**config.mk**
```make
export PLATFORM = sky130hd
export DESIGN_NAME = mac_array_ctrl
export DESIGN_NICKNAME = d
export VERILOG_FILES = /design/src/rtl/mac_pkg.sv /design/src/rtl/mac_array_ctrl_dot_pipe.sv /design/src/rtl/mac_array_ctrl.sv
export SDC_FILE = /design/constraint.sdc
export NUM_CORES = 2
export LEC_CHECK = 0
export ABC_AREA = 1
export ABC_CLOCK_PERIOD_IN_PS = 15800
export CAP_MARGIN = 20
export CORE_MARGIN = 2
export CORE_UTILIZATION = 45
export DETAILED_ROUTE_END_ITERATION = 7
export REMOVE_ABC_BUFFERS = 1
export SYNTH_ARGS = -nofsm -noshare
export SYNTH_HDL_FRONTEND = slang
export SYNTH_SLANG_ARGS = --single-unit
```
**constraint.sdc**
```tcl
create_clock -name CLK -period 15.8 [get_ports CLK]
set_input_delay 3.16 -clock CLK [delete_from_list [all_inputs] [get_ports CLK]]
set_output_delay 3.16 -clock CLK [all_outputs]
set_load 0.02 [all_outputs]
```
**src/rtl/mac_pkg.sv**
```systemverilog
// Shared types and width helpers for the mac_array_ctrl engine.
// Build option: MAC_SIGNED_EN selects two's-complement operands (see dot_pipe).
package mac_pkg;

  typedef enum logic [1:0] {
    FILL  = 2'd0,
    DRAIN = 2'd1,
    FULL  = 2'd2,
    READ  = 2'd3
  } state_t;

  // Pipeline depth: one product register plus one register per adder-tree level.
  function automatic int calc_lat(input int lanes);
    return 1 + $clog2(lanes);
  endfunction

  // Result width: full product width plus one carry bit per tree level.
  function automatic int calc_rw(input int opw, input int lanes);
    return 2 * opw + $clog2(lanes);
  endfunction

endpackage

```
**src/rtl/mac_array_ctrl_dot_pipe.sv**
```systemverilog
// dot_pipe: registered lane products feeding a registered binary adder tree,
// with a valid bit shifted alongside. No stall, no bubble compression.
// Build option: MAC_SIGNED_EN -> operands/products/sums are two's-complement.
module dot_pipe
  import mac_pkg::*;
#(
  parameter  int LANES = 4,
  parameter  int OPW   = 16,
  parameter  int LAT   = calc_lat(LANES),
  localparam int RW    = calc_rw(OPW, LANES)
) (
  input  logic                 CLK,
  input  logic                 RST_N,
  input  logic                 i_vld,
  input  logic [LANES*OPW-1:0] i_a,
  input  logic [LANES*OPW-1:0] i_b,
  output logic                 o_vld,
  output logic [RW-1:0]        o_sum
);

  // Tree kept as a heap: node n sums children 2n+1 and 2n+2, leaves sit at
  // LANES-1 .. 2*LANES-2 and hold the products, node 0 is the final sum.
  // Every node is carried at RW bits; the extension to RW is done once at
  // the product, which gives the same value as widening by one bit per level.
  logic [RW-1:0]  w_prod [LANES];
  logic [RW-1:0]  r_node [2*LANES-1];
  logic [LAT-1:0] r_vld;

  // Per-lane product, extended to the result width.
  always_comb begin
    w_prod = '{default: '0};
    for (int unsigned i = 0; i < LANES; i++) begin
`ifdef MAC_SIGNED_EN
      w_prod[i] = RW'($signed(i_a[i*OPW +: OPW])) * RW'($signed(i_b[i*OPW +: OPW]));
`else
      w_prod[i] = RW'(i_a[i*OPW +: OPW]) * RW'(i_b[i*OPW +: OPW]);
`endif
    end
  end

  // Product registers and adder-tree registers; data needs no reset.
  always_ff @(posedge CLK) begin
    for (int unsigned i = 0; i < LANES - 1; i++) begin
      r_node[i] <= r_node[2*i+1] + r_node[2*i+2];
    end
    for (int unsigned i = 0; i < LANES; i++) begin
      r_node[LANES-1+i] <= w_prod[i];
    end
  end

  // Valid bit travelling with each operation.
  always_ff @(posedge CLK) begin
    if (!RST_N) r_vld <= '0;
    else        r_vld <= {r_vld[LAT-2:0], i_vld};
  end

  assign o_vld = r_vld[LAT-1];
  assign o_sum = r_node[0];

endmodule

```
**src/rtl/mac_array_ctrl.sv**
```systemverilog
// mac_array_ctrl: dot-product MAC engine. Accepted operations go through
// dot_pipe, results are written to consecutive result-memory addresses; a
// closed block (full or flushed) is streamed back via the block-read handshake.
// Build option: MAC_SIGNED_EN (signed arithmetic, handled inside dot_pipe).
module mac_array_ctrl
  import mac_pkg::*;
#(
  parameter  int LANES = 4,
  parameter  int OPW   = 16,
  parameter  int DEPTH = 64,
  localparam int AW    = $clog2(DEPTH),
  localparam int RW    = calc_rw(OPW, LANES),
  localparam int LAT   = calc_lat(LANES)
) (
  input  logic                 CLK,
  input  logic                 RST_N,
  input  logic                 EN_mac,
  output logic                 RDY_mac,
  input  logic [LANES*OPW-1:0] vectA,
  input  logic [LANES*OPW-1:0] vectB,
  input  logic                 EN_flush,
  input  logic                 EN_blockRead,
  output logic                 RDY_blockRead,
  output logic                 EN_writeMem,
  output logic [AW-1:0]        writeMem_addr,
  output logic [RW-1:0]        writeMem_val,
  output logic                 EN_readMem,
  output logic [AW-1:0]        readMem_addr,
  input  logic [RW-1:0]        readMem_val,
  output logic                 VALID_memVal,
  output logic [RW-1:0]        memVal_data,
  output logic [AW:0]          blk_count
);

  localparam logic [AW:0] BLK_MAX = (AW+1)'(DEPTH);

  state_t      r_state, w_state_nxt;
  logic [AW:0] r_issued, r_wr_cnt, r_rd_addr;
  logic [AW:0] w_wr_cnt_nxt;
  logic        r_mv;
  logic        w_accept, w_clear;
  logic        w_pipe_vld;
  logic [RW-1:0] w_pipe_sum;

  dot_pipe #(
    .LANES (LANES),
    .OPW   (OPW),
    .LAT   (LAT)
  ) u_dot_pipe (
    .CLK   (CLK),
    .RST_N (RST_N),
    .i_vld (w_accept),
    .i_a   (vectA),
    .i_b   (vectB),
    .o_vld (w_pipe_vld),
    .o_sum (w_pipe_sum)
  );

  // Next-state decode and handshake outputs.
  always_comb begin
    w_state_nxt   = r_state;
    RDY_mac       = 1'b0;
    RDY_blockRead = 1'b0;
    EN_readMem    = 1'b0;
    w_accept      = 1'b0;
    w_clear       = 1'b0;
    w_wr_cnt_nxt  = r_wr_cnt + (AW+1)'(w_pipe_vld);
    unique case (r_state)
      FILL: begin
        // Held low while reset is asserted so every output reads 0 then.
        RDY_mac  = RST_N && (r_issued < BLK_MAX);
        w_accept = EN_mac && RDY_mac;
        if (w_accept && (r_issued == BLK_MAX - 1'b1)) w_state_nxt = DRAIN;
        else if (EN_flush && (r_issued != '0))        w_state_nxt = DRAIN;
      end
      DRAIN: begin
        if (w_wr_cnt_nxt == r_issued) w_state_nxt = FULL;
      end
      FULL: begin
        RDY_blockRead = 1'b1;
        if (EN_blockRead) w_state_nxt = READ;
      end
      READ: begin
        EN_readMem = 1'b1;
        if (r_rd_addr == r_wr_cnt - 1'b1) begin
          w_state_nxt = FILL;
          w_clear     = 1'b1;
        end
      end
      default: w_state_nxt = FILL;
    endcase
  end

  // State register.
  always_ff @(posedge CLK) begin
    if (!RST_N) r_state <= FILL;
    else        r_state <= w_state_nxt;
  end

  // Issue, write and read counters; cleared after the last readout.
  always_ff @(posedge CLK) begin
    if (!RST_N || w_clear) begin
      r_issued  <= '0;
      r_wr_cnt  <= '0;
      r_rd_addr <= '0;
    end else begin
      if (w_accept)   r_issued <= r_issued + 1'b1;
      if (w_pipe_vld) r_wr_cnt <= r_wr_cnt + 1'b1;
      if (r_state == FULL && EN_blockRead) r_rd_addr <= '0;
      else if (EN_readMem)                 r_rd_addr <= r_rd_addr + 1'b1;
    end
  end

  // Read data is valid one cycle after each read strobe.
  always_ff @(posedge CLK) begin
    if (!RST_N) r_mv <= 1'b0;
    else        r_mv <= EN_readMem;
  end

  assign EN_writeMem   = w_pipe_vld;
  assign writeMem_addr = r_wr_cnt[AW-1:0];
  // Tree registers are not reset, so the data is gated to read 0 when idle.
  assign writeMem_val  = w_pipe_vld ? w_pipe_sum : '0;
  assign readMem_addr  = r_rd_addr[AW-1:0];
  assign VALID_memVal  = r_mv;
  assign memVal_data   = readMem_val;
  assign blk_count     = r_wr_cnt;

endmodule

```
---- After elaboration in Yosys (flattened, before gate mapping) ----
Memory sizes are Yosys's and may differ from the RTL's.
Index checks and enable logic that the tools add are counted.
storage, ports and cells
  register bits after elaboration ......... 27
  RAM bits ................................ 238
  input bits .............................. 167
  output and inout bits ................... 92
  word-level logic and storage cells ...... 54
  memories kept ........................... 1
operators by class
  add/subtract/negate cells ............... 8
  multipliers ............................. 4
  magnitude comparators ................... 1
  equality and inequality tests ........... 10
  mux-type cells .......................... 13
  reduce and logical (&&, ||, !) cells .... 11
memory list
  memory             depth  bits a word  rd ports  clocked after Yosys merged registers in  write ports  line                           source
  u_dot_pipe.r_node  7      34           7         0                                        7            mac_array_ctrl_dot_pipe.sv:26  logic [RW-1:0] r_node [2*LANES-1];
operator list
  cell                                                  number
  multiplier 16 x 16 -> 32 bit                          4
  adder 34 bit                                          3
  two-way mux 34 bit                                    1
  adder 7 x 1 -> 7 bit (second input constant)          3
  equality test 7 bit                                   2
  two-way mux 2 bit                                     5
  case mux 2 bit (4 select lines)                       1
  adder 7 x 1 -> 7 bit                                  1
  equality test 7 x 6 -> 1 bit (second input constant)  1
  < comparator 7 bit (second input constant)            1
  nonzero test 7 bit                                    1
  subtractor 7 x 1 -> 7 bit (second input constant)     1
  two-way mux 1 bit                                     6
  inequality test 2 bit (second input constant)         3
  logical AND 1 bit                                     5
  equality test 2 bit (second input constant)           2
  AND reduction 4 bit                                   1
  inequality test 3 bit (second input constant)         1
  equality test 2 x 1 -> 1 bit (second input constant)  1
  logical NOT 2 bit                                     1
  OR reduction 2 bit                                    1
  logical NOT 1 bit                                     1
  logical OR 1 bit                                      1

---- Longest topological paths before layout ----
  word-level depth ........................ 6
  depth in mapped cells ................... 28
  mapped depth without buffers ............ 26

---- Hierarchy ----
A second synthesis with hierarchy kept.
unflattened totals
  cells, all modules ...................... 7,515
  area total of the unflattened synthesis .. 51,539.4 sq um
modules (own cells, without submodules)
  module          times used  cells an instance  area an instance (sq um)  seq. area each (sq um)
  dot_pipe        1           7,129              49,217.2                  4,624.4
  mac_array_ctrl  1           386                2,322.2                   480.5

---- Worst setup path after synthesis ----
OpenSTA, ideal clock, no wires.
  path type ............................... input-to-reg
  start point ............................. input port vectB[49]
  end point ............................... memory u_dot_pipe.r_node[6][30] (netlist name)
  library setup time ...................... 0.113 ns
  arrival ................................. 8.077 ns
  required time ........................... 15.687 ns
  path slack .............................. 7.610 ns
  stages on the path ...................... 22
  buffers on the path ..................... 2
  cells stage by stage .................... clkbuf_1 -> clkbuf_1 -> nand2_1 -> fa_1 -> fa_1 -> fa_1 -> fa_1 -> inv_1 -> fa_1 -> inv_1 -> fa_1 -> inv_1 -> ha_1 -> a21o_1 -> a21boi_0 -> nand2_1 -> nand2_1 -> nand3_1 -> nand2_1 -> nand3_1 -> nand2_1 -> nand2_1
RTL lines
  what             line                           source
  start, declared  mac_array_ctrl.sv:20           input logic [LANES*OPW-1:0] vectB,
  end, declared    mac_array_ctrl_dot_pipe.sv:26

==> qor.csv <==
metric;value;unit
status;finished, final reports clean;
period_minus_slack;8.761;ns
synth_ff_type;dfxtp_1;
viasPerCell;4.974;
crit_fanout;16;
drive_above_1_share;0.01422;
cts_hold_buf;0;
syn2layout_area_growth;7.203;%
synth_warnings;0;
worstSetupStartpoint;vectA[55];
rsz0062_at_grt;false;
first_pass_iters;6;
tns;0;ns
wl_per_cell;16.56;um
async_flop_share;0;
post_cts_buffers;0;
grt_use_total;0.2403;
setup_slack;7.039;ns
portBuffers;190;
seq_area_frac_synth;0.1059;
cts_root_buf;clkbuf_16;
worstMarginPinSlew;0.9713;ns
clock_latency;0.58;ns
clkTransAtPathRegs;0.06;ns
slew_violations;0;
grt.met1_usage;0.3318;
dieArea;0.1098;mm2
drt_wl_total;129.1;mm
cts.sinks;255;
netlist_instances;6458;
post_cts_resized;0;
cts_tree;built;
critPathKind;primary input to flip-flop;
diodes;0;
start_util;0.4524;
setup_viol;0;
whs;0.4128;ns
cts.htree.levels;1;
start_kind;primary input;
vias;38800;
pre_cts_ws;6.498;ns
post-route-period-util;0.5545;
synth_cell_type_count;40;
die_h;331.4;um
numCtsBuffers;30;
clockBufferDepth;3;
grt_max_degree;40;
hp-class;flip-flop to flip-flop;
hp-start;u_dot_pipe.r_vld[1];
max_freq;0.1141;GHz
ant_nets;0;
grt-ovfl-total;0;
syn-cell-area;0.04822;mm2
cap_viol_max_count;0;
hpwlAfterDp;108.6;mm
syn_avg_cell_area;7.467;um2
core_area;0.1066;mm2
grt_util_met3;0.02052;
arrival;9.21;ns
ios;259;
cp-end-kind;flip-flop;
drc_errors;0;
placementRows;120;
grt_pass1_vias;40520;
drt_iter0_markers;2256;
grt_pass1_wl;213.9;mm
worstReg2RegStart;u_dot_pipe.r_node[5][0];
use_met2;0.4117;
hold_viol;0;
synth_edf_count;0;
antenna_found_initial;7;
cp.required;16.25;ns
grt_busiest_layer;met2;
place.gp.congestion;0.9254;
die_w;331.4;um
nNetsFinal;7846;
slew_headroom;0.3504;
final_core_util;0.4849;
ys_ff_latch;255;
finalClockSkew;0.01594;ns
## worst max-delay path, stage by stage
cell and delay (ns):
clkdlybuf4s50_1 1.03, nand2_1 0.18, fa_1 0.57, inv_1 0.05
fa_1 0.50, inv_1 0.06, fa_1 0.53, inv_1 0.06
fa_1 0.45, fa_1 0.49, inv_1 0.05, fa_1 0.48
inv_1 0.04, ha_1 0.38, a21o_1 0.23, a31oi_1 0.24
nand2_1 0.12, nand2_1 0.08, nand3_1 0.15, nand2_1 0.13
nand3_1 0.07, nand2_1 0.07, nand2_1 0.08
## sequential cells by signal, indices dropped and copies added, names as in the netlist
signal	flops
r_rd_addr	7
r_issued	7
u_dot_pipe.r_node	228
r_state	2
u_dot_pipe.r_vld	3
VALID_memVal	1
blk_count	7
## worst paths after layout
| check | to | slack (ns) | cells after the start |
|---|---|---|---|
| worst min-delay path | u_dot_pipe.r_vld[2] | 0.41 | 2 |
| worst max-delay path | u_dot_pipe.r_node[6][31] | 7.04 | 23 |
| worst min register to register | u_dot_pipe.r_vld[2] | 0.41 | 2 |
| worst max register to register | u_dot_pipe.r_node[2][28] | 13.01 | 9 |
## cells by family after synthesis
logic type | count (synthesis) | synth area share
AND/OR/NAND/NOR | 2156 | 0.1765
buffers and inverters | 2017 | 0.1609
adder cells (fa/ha/maj) | 1304 | 0.4596
AO/OA/AOI/OAI | 527 | 0.06097
flip-flops | 255 | 0.1059
XOR/XNOR | 199 | 0.03614
## final cells by class
type / instances / area, um2
timing repair buffer: 195 / 1939
sequential: 255 / 5105
tap: 1403 / 1755
clock buffer: 37 / 838.3
clock inverter: 18 / 294.0
fill: 10760 / 54910
inverter: 1707 / 6407
multi-input combinational: 4186 / 35360
## cell usage in the layout (no fill, tap or decap), types with 4 or more instances in the layout
cell	instances
nand4_1	42
a21boi_0	14
a31oi_1	15
clkinv_2	4
inv_1	1706
nor3_1	38
bufinv_16	7
o21a_1	7
clkdlybuf4s50_1	190
o211ai_1	4
a21oi_1	259
clkbuf_8	4
nand3_1	148
xor2_1	156
nand2_1	1643
ha_1	525
o21ai_0	150
clkbuf_16	31
o21bai_1	26
nor2_2	5
nor4_1	4
a21boi_2	4
buf_4	5
nor2_1	265
dfxtp_1	255
fa_1	779
a21o_1	28
o21ai_2	10
xnor2_1	43
## layer usage
| metal | part of all wire | up-vias | wire, um |
|---|---|---|---|
| met5 | 0.00036 | - | 46 |
| met4 | 0.021 | 4 | 2683 |
| met3 | 0.048 | 163 | 6247 |
| met2 | 0.48 | 988 | 61770 |
| met1 | 0.45 | 18980 | 58400 |
| li1 | - | 18670 | - |
## through the flow
step,instance area [um2],std cells
4_1_cts,51700,7801
6_report,51700,7801
5_1_grt,51700,7801
3_5_place_dp,50560,7746
3_3_place_gp,50560,7746
2_1_floorplan,46870,6148
## synth_stat cells (5+ instances only)
cell type	number	area share
nor2_2	5	0.00065
clkbuf_1	260	0.020
o21bai_1	26	0.0040
o21a_1	7	0.0011
nand3_1	148	0.015
inv_1	1706	0.13
nand4_1	42	0.0054
xnor2_1	43	0.0078
buf_4	46	0.0072
nor2_1	265	0.021
o21ai_2	10	0.0018
xor2_1	156	0.028
a21boi_0	14	0.0022
a31oi_1	15	0.0019
o21ai_0	150	0.016
nand2_1	1643	0.13
fa_1	779	0.32
a21o_1	28	0.0044
nor3_1	38	0.0039
ha_1	525	0.14
dfxtp_1	255	0.11
a21oi_1	259	0.027
Power is left out: the tool's default activity adds up to more than one toggle a clock period on the data nets, which glitch-free logic cannot reach.
